`config.mk`:
```
export PLATFORM = sky130hd
export DESIGN_NAME = lsu_dmem_master_flat
export DESIGN_NICKNAME = d
export VERILOG_FILES = /design/src/rtl/lsu_dmem_master_if.sv /design/src/rtl/lsu_dmem_master.sv /design/src/flat_wrapper.sv
export SDC_FILE = /design/constraint.sdc
export NUM_CORES = 1
export LEC_CHECK = 0
export CAP_MARGIN = 25
export CORE_AREA = 2 2 174 142
export CTS_BUF_LIST = sky130_fd_sc_hd__clkbuf_16
export CTS_CLUSTER_DIAMETER = 30
export DETAILED_ROUTE_END_ITERATION = 16
export DIE_AREA = 0 0 176 144
export GPL_TIMING_DRIVEN = 0
export PLACE_DENSITY = 0.6
export SLEW_MARGIN = 20
export SYNTH_ARGS = -nofsm -noshare
export SYNTH_HDL_FRONTEND = slang
export SYNTH_SLANG_ARGS = --single-unit
```
`constraint.sdc`:
```
create_clock -name clk -period 4 [get_ports clk]
set_clock_uncertainty 0.1 [all_clocks]
set_input_delay 0.4 -clock clk [delete_from_list [all_inputs] [get_ports clk]]
set_output_delay 0.4 -clock clk [all_outputs]
set_load 0.03 [all_outputs]
```
`src/rtl/lsu_dmem_master_if.sv`:
```
// Data-memory port bundle between the load/store initiator (master) and data memory (slave).
interface lsu_dmem_master_if;
    logic        DataMem_access;
    logic        DataMem_RW;
    logic [3:0]  DataMem_Select;
    logic [31:0] DataMem_Address;
    logic [31:0] WriteDataMem;
    logic [31:0] ReadDataMem;
    logic        DataMem_Ready;

    modport master (
        output DataMem_access, DataMem_RW, DataMem_Select, DataMem_Address, WriteDataMem,
        input  ReadDataMem, DataMem_Ready
    );

    modport slave (
        input  DataMem_access, DataMem_RW, DataMem_Select, DataMem_Address, WriteDataMem,
        output ReadDataMem, DataMem_Ready
    );
endinterface

```
`src/rtl/lsu_dmem_master.sv`:
```
// Single-outstanding load/store initiator: lane select, store replication, load extraction, alignment check.
// Define LSU_TIMEOUT_EN to abandon an access after TIMEOUT cycles without DataMem_Ready.
module lsu_dmem_master #(
    parameter int TAG_W   = 6,
    parameter int TIMEOUT = 15
) (
    input  logic              clk,
    input  logic              rst,
    input  logic              req_valid,
    output logic              req_ready,
    input  logic              req_store,
    input  logic [1:0]        req_size,
    input  logic              req_signed,
    input  logic [31:0]       req_addr,
    input  logic [31:0]       req_wdata,
    input  logic [TAG_W-1:0]  req_tag,
    output logic              resp_valid,
    output logic [31:0]       resp_data,
    output logic [TAG_W-1:0]  resp_tag,
    output logic              resp_err,
    lsu_dmem_master_if.master dmem
);

    typedef enum logic [1:0] {S_IDLE, S_ACCESS, S_RESP} state_t;

    state_t             state_q, state_d;
    logic               store_q, store_d;
    logic [1:0]         size_q, size_d;
    logic               signed_q, signed_d;
    logic [31:0]        addr_q, addr_d;
    logic [31:0]        wdata_q, wdata_d;
    logic [TAG_W-1:0]   tag_q, tag_d;
    logic               err_q, err_d;
    logic [31:0]        rdata_q, rdata_d;

`ifdef LSU_TIMEOUT_EN
    localparam int CNT_W = (TIMEOUT < 2) ? 1 : $clog2(TIMEOUT + 1);
    logic [CNT_W-1:0]   cnt_q, cnt_d;
`else
    logic               unused_timeout;
    assign unused_timeout = (TIMEOUT > 0);
`endif

    logic        misaligned;
    logic        in_access;
    logic [3:0]  lane_sel;
    logic [31:0] wdata_rep;
    logic [31:0] rd_shift;
    logic [31:0] load_ext;

    assign misaligned = ((req_size == 2'd1) && req_addr[0]) ||
                        ((req_size[1])      && (req_addr[1:0] != 2'b00));

    always_comb begin
        lane_sel  = 4'b1111;
        wdata_rep = wdata_q;
        case (size_q)
            2'd0: begin
                lane_sel  = 4'b0001 << addr_q[1:0];
                wdata_rep = {4{wdata_q[7:0]}};
            end
            2'd1: begin
                lane_sel  = 4'b0011 << addr_q[1:0];
                wdata_rep = {2{wdata_q[15:0]}};
            end
            default: ;
        endcase
    end

    // Loads shift the addressed lane down to bit 0, then extend per size and signedness.
    assign rd_shift = dmem.ReadDataMem >> {addr_q[1:0], 3'b000};

    always_comb begin
        load_ext = rd_shift;
        case (size_q)
            2'd0: load_ext = signed_q ? {{24{rd_shift[7]}}, rd_shift[7:0]}
                                      : {24'b0, rd_shift[7:0]};
            2'd1: load_ext = signed_q ? {{16{rd_shift[15]}}, rd_shift[15:0]}
                                      : {16'b0, rd_shift[15:0]};
            default: ;
        endcase
    end

    always_comb begin
        state_d  = state_q;
        store_d  = store_q;
        size_d   = size_q;
        signed_d = signed_q;
        addr_d   = addr_q;
        wdata_d  = wdata_q;
        tag_d    = tag_q;
        err_d    = err_q;
        rdata_d  = rdata_q;
`ifdef LSU_TIMEOUT_EN
        cnt_d    = cnt_q;
`endif
        case (state_q)
            S_IDLE: begin
                if (req_valid) begin
                    store_d  = req_store;
                    size_d   = req_size;
                    signed_d = req_signed;
                    addr_d   = req_addr;
                    wdata_d  = req_wdata;
                    tag_d    = req_tag;
                    err_d    = misaligned;
                    rdata_d  = '0;
`ifdef LSU_TIMEOUT_EN
                    cnt_d    = '0;
`endif
                    state_d  = misaligned ? S_RESP : S_ACCESS;
                end
            end
            S_ACCESS: begin
                if (dmem.DataMem_Ready) begin
                    if (!store_q) rdata_d = load_ext;
                    state_d = S_RESP;
                end
`ifdef LSU_TIMEOUT_EN
                else if (cnt_q == CNT_W'(TIMEOUT - 1)) begin
                    err_d   = 1'b1;
                    state_d = S_RESP;
                end else begin
                    cnt_d = cnt_q + 1'b1;
                end
`endif
            end
            S_RESP:  state_d = S_IDLE;
            default: state_d = S_IDLE;
        endcase
    end

    always_ff @(posedge clk or posedge rst) begin
        if (rst) begin
            state_q  <= S_IDLE;
            store_q  <= 1'b0;
            size_q   <= 2'd0;
            signed_q <= 1'b0;
            addr_q   <= '0;
            wdata_q  <= '0;
            tag_q    <= '0;
            err_q    <= 1'b0;
            rdata_q  <= '0;
`ifdef LSU_TIMEOUT_EN
            cnt_q    <= '0;
`endif
        end else begin
            state_q  <= state_d;
            store_q  <= store_d;
            size_q   <= size_d;
            signed_q <= signed_d;
            addr_q   <= addr_d;
            wdata_q  <= wdata_d;
            tag_q    <= tag_d;
            err_q    <= err_d;
            rdata_q  <= rdata_d;
`ifdef LSU_TIMEOUT_EN
            cnt_q    <= cnt_d;
`endif
        end
    end

    // Bus and response outputs are gated by state so reset zeroes them immediately.
    assign in_access            = (state_q == S_ACCESS);
    assign req_ready            = (state_q == S_IDLE) && !rst;
    assign dmem.DataMem_access  = in_access;
    assign dmem.DataMem_RW      = in_access && store_q;
    assign dmem.DataMem_Select  = in_access ? lane_sel : 4'b0000;
    assign dmem.DataMem_Address = in_access ? {addr_q[31:2], 2'b00} : 32'h0;
    assign dmem.WriteDataMem    = in_access ? wdata_rep : 32'h0;

    assign resp_valid = (state_q == S_RESP);
    assign resp_data  = resp_valid ? rdata_q : 32'h0;
    assign resp_tag   = resp_valid ? tag_q : '0;
    assign resp_err   = resp_valid && err_q;

endmodule

```
`src/flat_wrapper.sv`:
```
// flat-port wrapper written by rule: the top's interface ports become plain ports
module lsu_dmem_master_flat 
#(
    parameter int TAG_W   = 6,
    parameter int TIMEOUT = 15
)
  (clk, rst, req_valid, req_ready, req_store, req_size, req_signed, req_addr, req_wdata, req_tag, resp_valid, resp_data, resp_tag, resp_err, dmem_DataMem_access, dmem_DataMem_RW, dmem_DataMem_Select, dmem_DataMem_Address, dmem_WriteDataMem, dmem_ReadDataMem, dmem_DataMem_Ready);
  lsu_dmem_master_if dmem_i ();
  input  logic clk;
  input  logic rst;
  input  logic req_valid;
  output logic req_ready;
  input  logic req_store;
  input  logic [1:0] req_size;
  input  logic req_signed;
  input  logic [31:0] req_addr;
  input  logic [31:0] req_wdata;
  input  logic [TAG_W-1:0] req_tag;
  output logic resp_valid;
  output logic [31:0] resp_data;
  output logic [TAG_W-1:0] resp_tag;
  output logic resp_err;
  output wire logic [$bits(dmem_i.DataMem_access)-1:0] dmem_DataMem_access;
  output wire logic [$bits(dmem_i.DataMem_RW)-1:0] dmem_DataMem_RW;
  output wire logic [$bits(dmem_i.DataMem_Select)-1:0] dmem_DataMem_Select;
  output wire logic [$bits(dmem_i.DataMem_Address)-1:0] dmem_DataMem_Address;
  output wire logic [$bits(dmem_i.WriteDataMem)-1:0] dmem_WriteDataMem;
  input wire logic [$bits(dmem_i.ReadDataMem)-1:0] dmem_ReadDataMem;
  input wire logic [$bits(dmem_i.DataMem_Ready)-1:0] dmem_DataMem_Ready;
  assign dmem_DataMem_access = dmem_i.DataMem_access;
  assign dmem_DataMem_RW = dmem_i.DataMem_RW;
  assign dmem_DataMem_Select = dmem_i.DataMem_Select;
  assign dmem_DataMem_Address = dmem_i.DataMem_Address;
  assign dmem_WriteDataMem = dmem_i.WriteDataMem;
  assign dmem_i.ReadDataMem = dmem_ReadDataMem;
  assign dmem_i.DataMem_Ready = dmem_DataMem_Ready;
  lsu_dmem_master #(.TAG_W(TAG_W), .TIMEOUT(TIMEOUT)) u_core (.clk(clk), .rst(rst), .req_valid(req_valid), .req_ready(req_ready), .req_store(req_store), .req_size(req_size), .req_signed(req_signed), .req_addr(req_addr), .req_wdata(req_wdata), .req_tag(req_tag), .resp_valid(resp_valid), .resp_data(resp_data), .resp_tag(resp_tag), .resp_err(resp_err), .dmem(dmem_i));
endmodule
```
==> impl_metrics.ini <==
[cells_and_area]
final_cell_count_no_fill = 1260
final_nets = 1047
area_delta_synth_final_pct = 50.71
drive_gt1_share_pct = 7.120
final_core_util_pct = 36.71

[sta]
relSlewSlack_pct = 45.90
rsz0062_at_grt = false
period_needed_ns = 3.230
tightest_slew_ns = 0.8086
finalCritPeriodShare_pct = 80.75
hold_violations = 0
maxSlewViolCount = 0
fmax_mhz = 309.6
setup_ws_ns = 0.7699
setup_viol_count_final = 0

[drt]
drt-initial-drc-count = 324
vias = 5425
wl_per_cell_um = 16.42
ant_nets = 0
drt-pass1-iter-count = 5
drc = 0
drt_wl_total_um = 20690
vias_per_cell = 4.306

[yosys]
synth_area_per_cell_um2 = 8.213
synth_top_flop_cell = dfrtp_1
syn-instance-count = 706
ys_ff_latch = 109
synth_cell_types = 39
syn_area_um2 = 5798
synth_commonest_cells = nand2_1 (270), dfrtp_1 (109), and2_1 (78)
async_reset_ff_share_pct = 100.0
synthTopCellsByArea = dfrtp_1 (47%), nand2_1 (17%), and2_1 (8.4%), mux2i_1 (5.5%), a21oi_1 (2.5%)
synth_edf_count = 0
synth-seq-area-share_pct = 47.04
yosysTopAreaCell = dfrtp_1
yosysWarningCount = 0
synth_most_common_cell = nand2_1
synth_top_area_share_pct = 47.04

[floorplanning]
die_height_um = 144
die_x_um = 176
row_count = 51
core_um2 = 23800
io_pins = 221
die-area_um2 = 25340
start_util_pct = 24.36

[setup_path]
crit_required_ns = 3.50
worstPathArrival_ns = 2.73
critPathLaunchType = flop
end_kind = output pin
rrSetupSlack_ns = 2.00
path_max_fanout = 10
crit_type = flop to output pin

[clock_network]
clk_latency_ns = 0.36
cts_resized = 0
cts.reportedPaths.clkPinSlew_ns = 0.08
postCtsSetupBuffers = 0
root_buffer = clkbuf_16
cts_made_buffers = 9
cts_max_path_buffers = 2
holdBufCountCts = 0
tritoncts = done
cts.sinks = 109
htreeDepth = 3

[flow_run]
cap_violations = 0

[placement]
dpl_worst_slack_ns = 1.061
placedCellCount = 1244
gp_congestion = 0.8659
place_hpwl_um = 15680
io_buffers = 218

[power]
p_seq_share_pct = 35.1
p_leak_nw = 3.966
peakVddDrop_mv = 0.2158
clock_power_share_pct = 22.0
p_int_mw = 2.747
switching_share_pct = 39.86
p_comb_share_pct = 43.0
p_sw_mw = 1.821
powerDensity_nw_per_um2 = 522.7

[global_route]
grt_first_pass_wirelength_um = 31990
grt_max_degree = 69
grt_pass1_vias = 5577
grt-ovfl-total = 0
grt_use_total_pct = 16.53
antenna_found_initial = 1

[status]
status = completed

[worst_hold_path]
hp-class = input pin to asynchronous set/reset pin
-- flip-flops by register name (all words and copies together), names as in the netlist --
| name | count |
|---|---|
| u_core.size_q | 2 |
| u_core.err_q | 1 |
| u_core.addr_q | 32 |
| u_core.tag_q | 6 |
| u_core.wdata_q | 32 |
| u_core.rdata_q | 32 |
| u_core.store_q | 1 |
| u_core.state_q | 2 |
| u_core.signed_q | 1 |
-- power groups by stage --
stage	clock network [mW]	logic, mW	registers, mW
floorplan	0	1.28	1.55
global placement	0	1.96	1.62
detailed placement	0	1.98	1.63
CTS	1.04	1.99	1.60
global route	1.08	2.16	1.64
finish	1.00	1.96	1.60
-- cell usage in the layout (no fill, tap or decap), types with 2 or more instances in the layout --
cell,count
o21ai_1,9
mux2i_1,32
nor3_1,2
buf_2,21
inv_1,2
o21ai_0,15
mux2_2,8
clkbuf_1,25
clkbuf_16,9
bufinv_16,2
buf_4,2
buf_1,4
o31ai_1,6
nand2_1,270
a21oi_1,29
clkdlybuf4s50_1,218
or2_2,2
a22oi_1,16
and2_1,78
conb_1,2
buf_6,2
inv_6,2
nand3b_1,9
a21oi_2,8
nor2_1,37
nor3_2,2
dfrtp_1,109
-- metal layers --
metal | vias to the layer above | wire [µm] | GRT usage [%] | share of wire [%]
li1 | 2712 | - | - | -
met1 | 2505 | 9592 | 22.05 | 46
met2 | 196 | 9426 | 26.63 | 46
met3 | 12 | 1509 | 4.732 | 7.3
met4 | 0 | 161 | 3.784 | 0.78
met5 | - | 0 | 0 | 0
-- metrics by stage --
stage | power, mW | setup TNS [ns] | hold slack [ns] | instance area (µm²)
after floorplan | 2.830 | 0 | 0.3374 | 5802
after detailed placement | 3.606 | 0 | 0.3538 | 8414
after CTS | 4.630 | 0 | 0.3731 | 8736
after global placement | 3.580 | -150.66 | 0.3481 | 8382
after global routing | 4.885 | 0 | 0.3854 | 8736
final | 4.567 | 0 | 0.3666 | 8738
-- area by class of cell --
| cell class | count | area [µm²] |
|---|---|---|
| antenna | 1 | 2.502 |
| buffer | 55 | 256.5 |
| clock buffer | 9 | 225.2 |
| clock inverter | 6 | 96.34 |
| fill | 2447 | 15060 |
| inverter | 4 | 20.02 |
| multi-input combinational | 539 | 2803 |
| sequential | 109 | 2728 |
| tap | 318 | 397.9 |
| timing repair buffer | 219 | 2210 |
-- final timing paths --
check | start | end | depth (start not counted)
max | u_core.state_q[0]$_DFFE_PP0P_ | resp_data[0] | 5
max reg2reg | u_core.size_q[1]$_DFFE_PP0P_ | u_core.rdata_q[8]$_DFFE_PP0P_ | 6
min reg2reg | u_core.addr_q[31]$_DFFE_PP0P_ | u_core.addr_q[31]$_DFFE_PP0P_ | 2
max in group asynchronous | rst | u_core.err_q$_DFFE_PP0P_ | 3
min | rst | u_core.rdata_q[11]$_DFFE_PP0P_ | 2
min in group clk | u_core.addr_q[31]$_DFFE_PP0P_ | u_core.addr_q[31]$_DFFE_PP0P_ | 2
-- cell families after synthesis --
logic type	share of synthesized area (%)
AO/OA/AOI/OAI	9.150
XOR/XNOR	0.1511
buffers and inverters	4.682
flip-flops	47.04
multiplexers	7.467
other	0.06468
AND/OR/NAND/NOR	31.44
-- worst max-delay path, stage by stage, from the launching register on --
cell and delay, ns:
dfrtp_1 0.36, buf_2 0.17, nor2b_1 0.31, clkbuf_1 0.59
and2_1 0.27, clkdlybuf4s50_1 0.68
(Power assumes the default switching activity.)
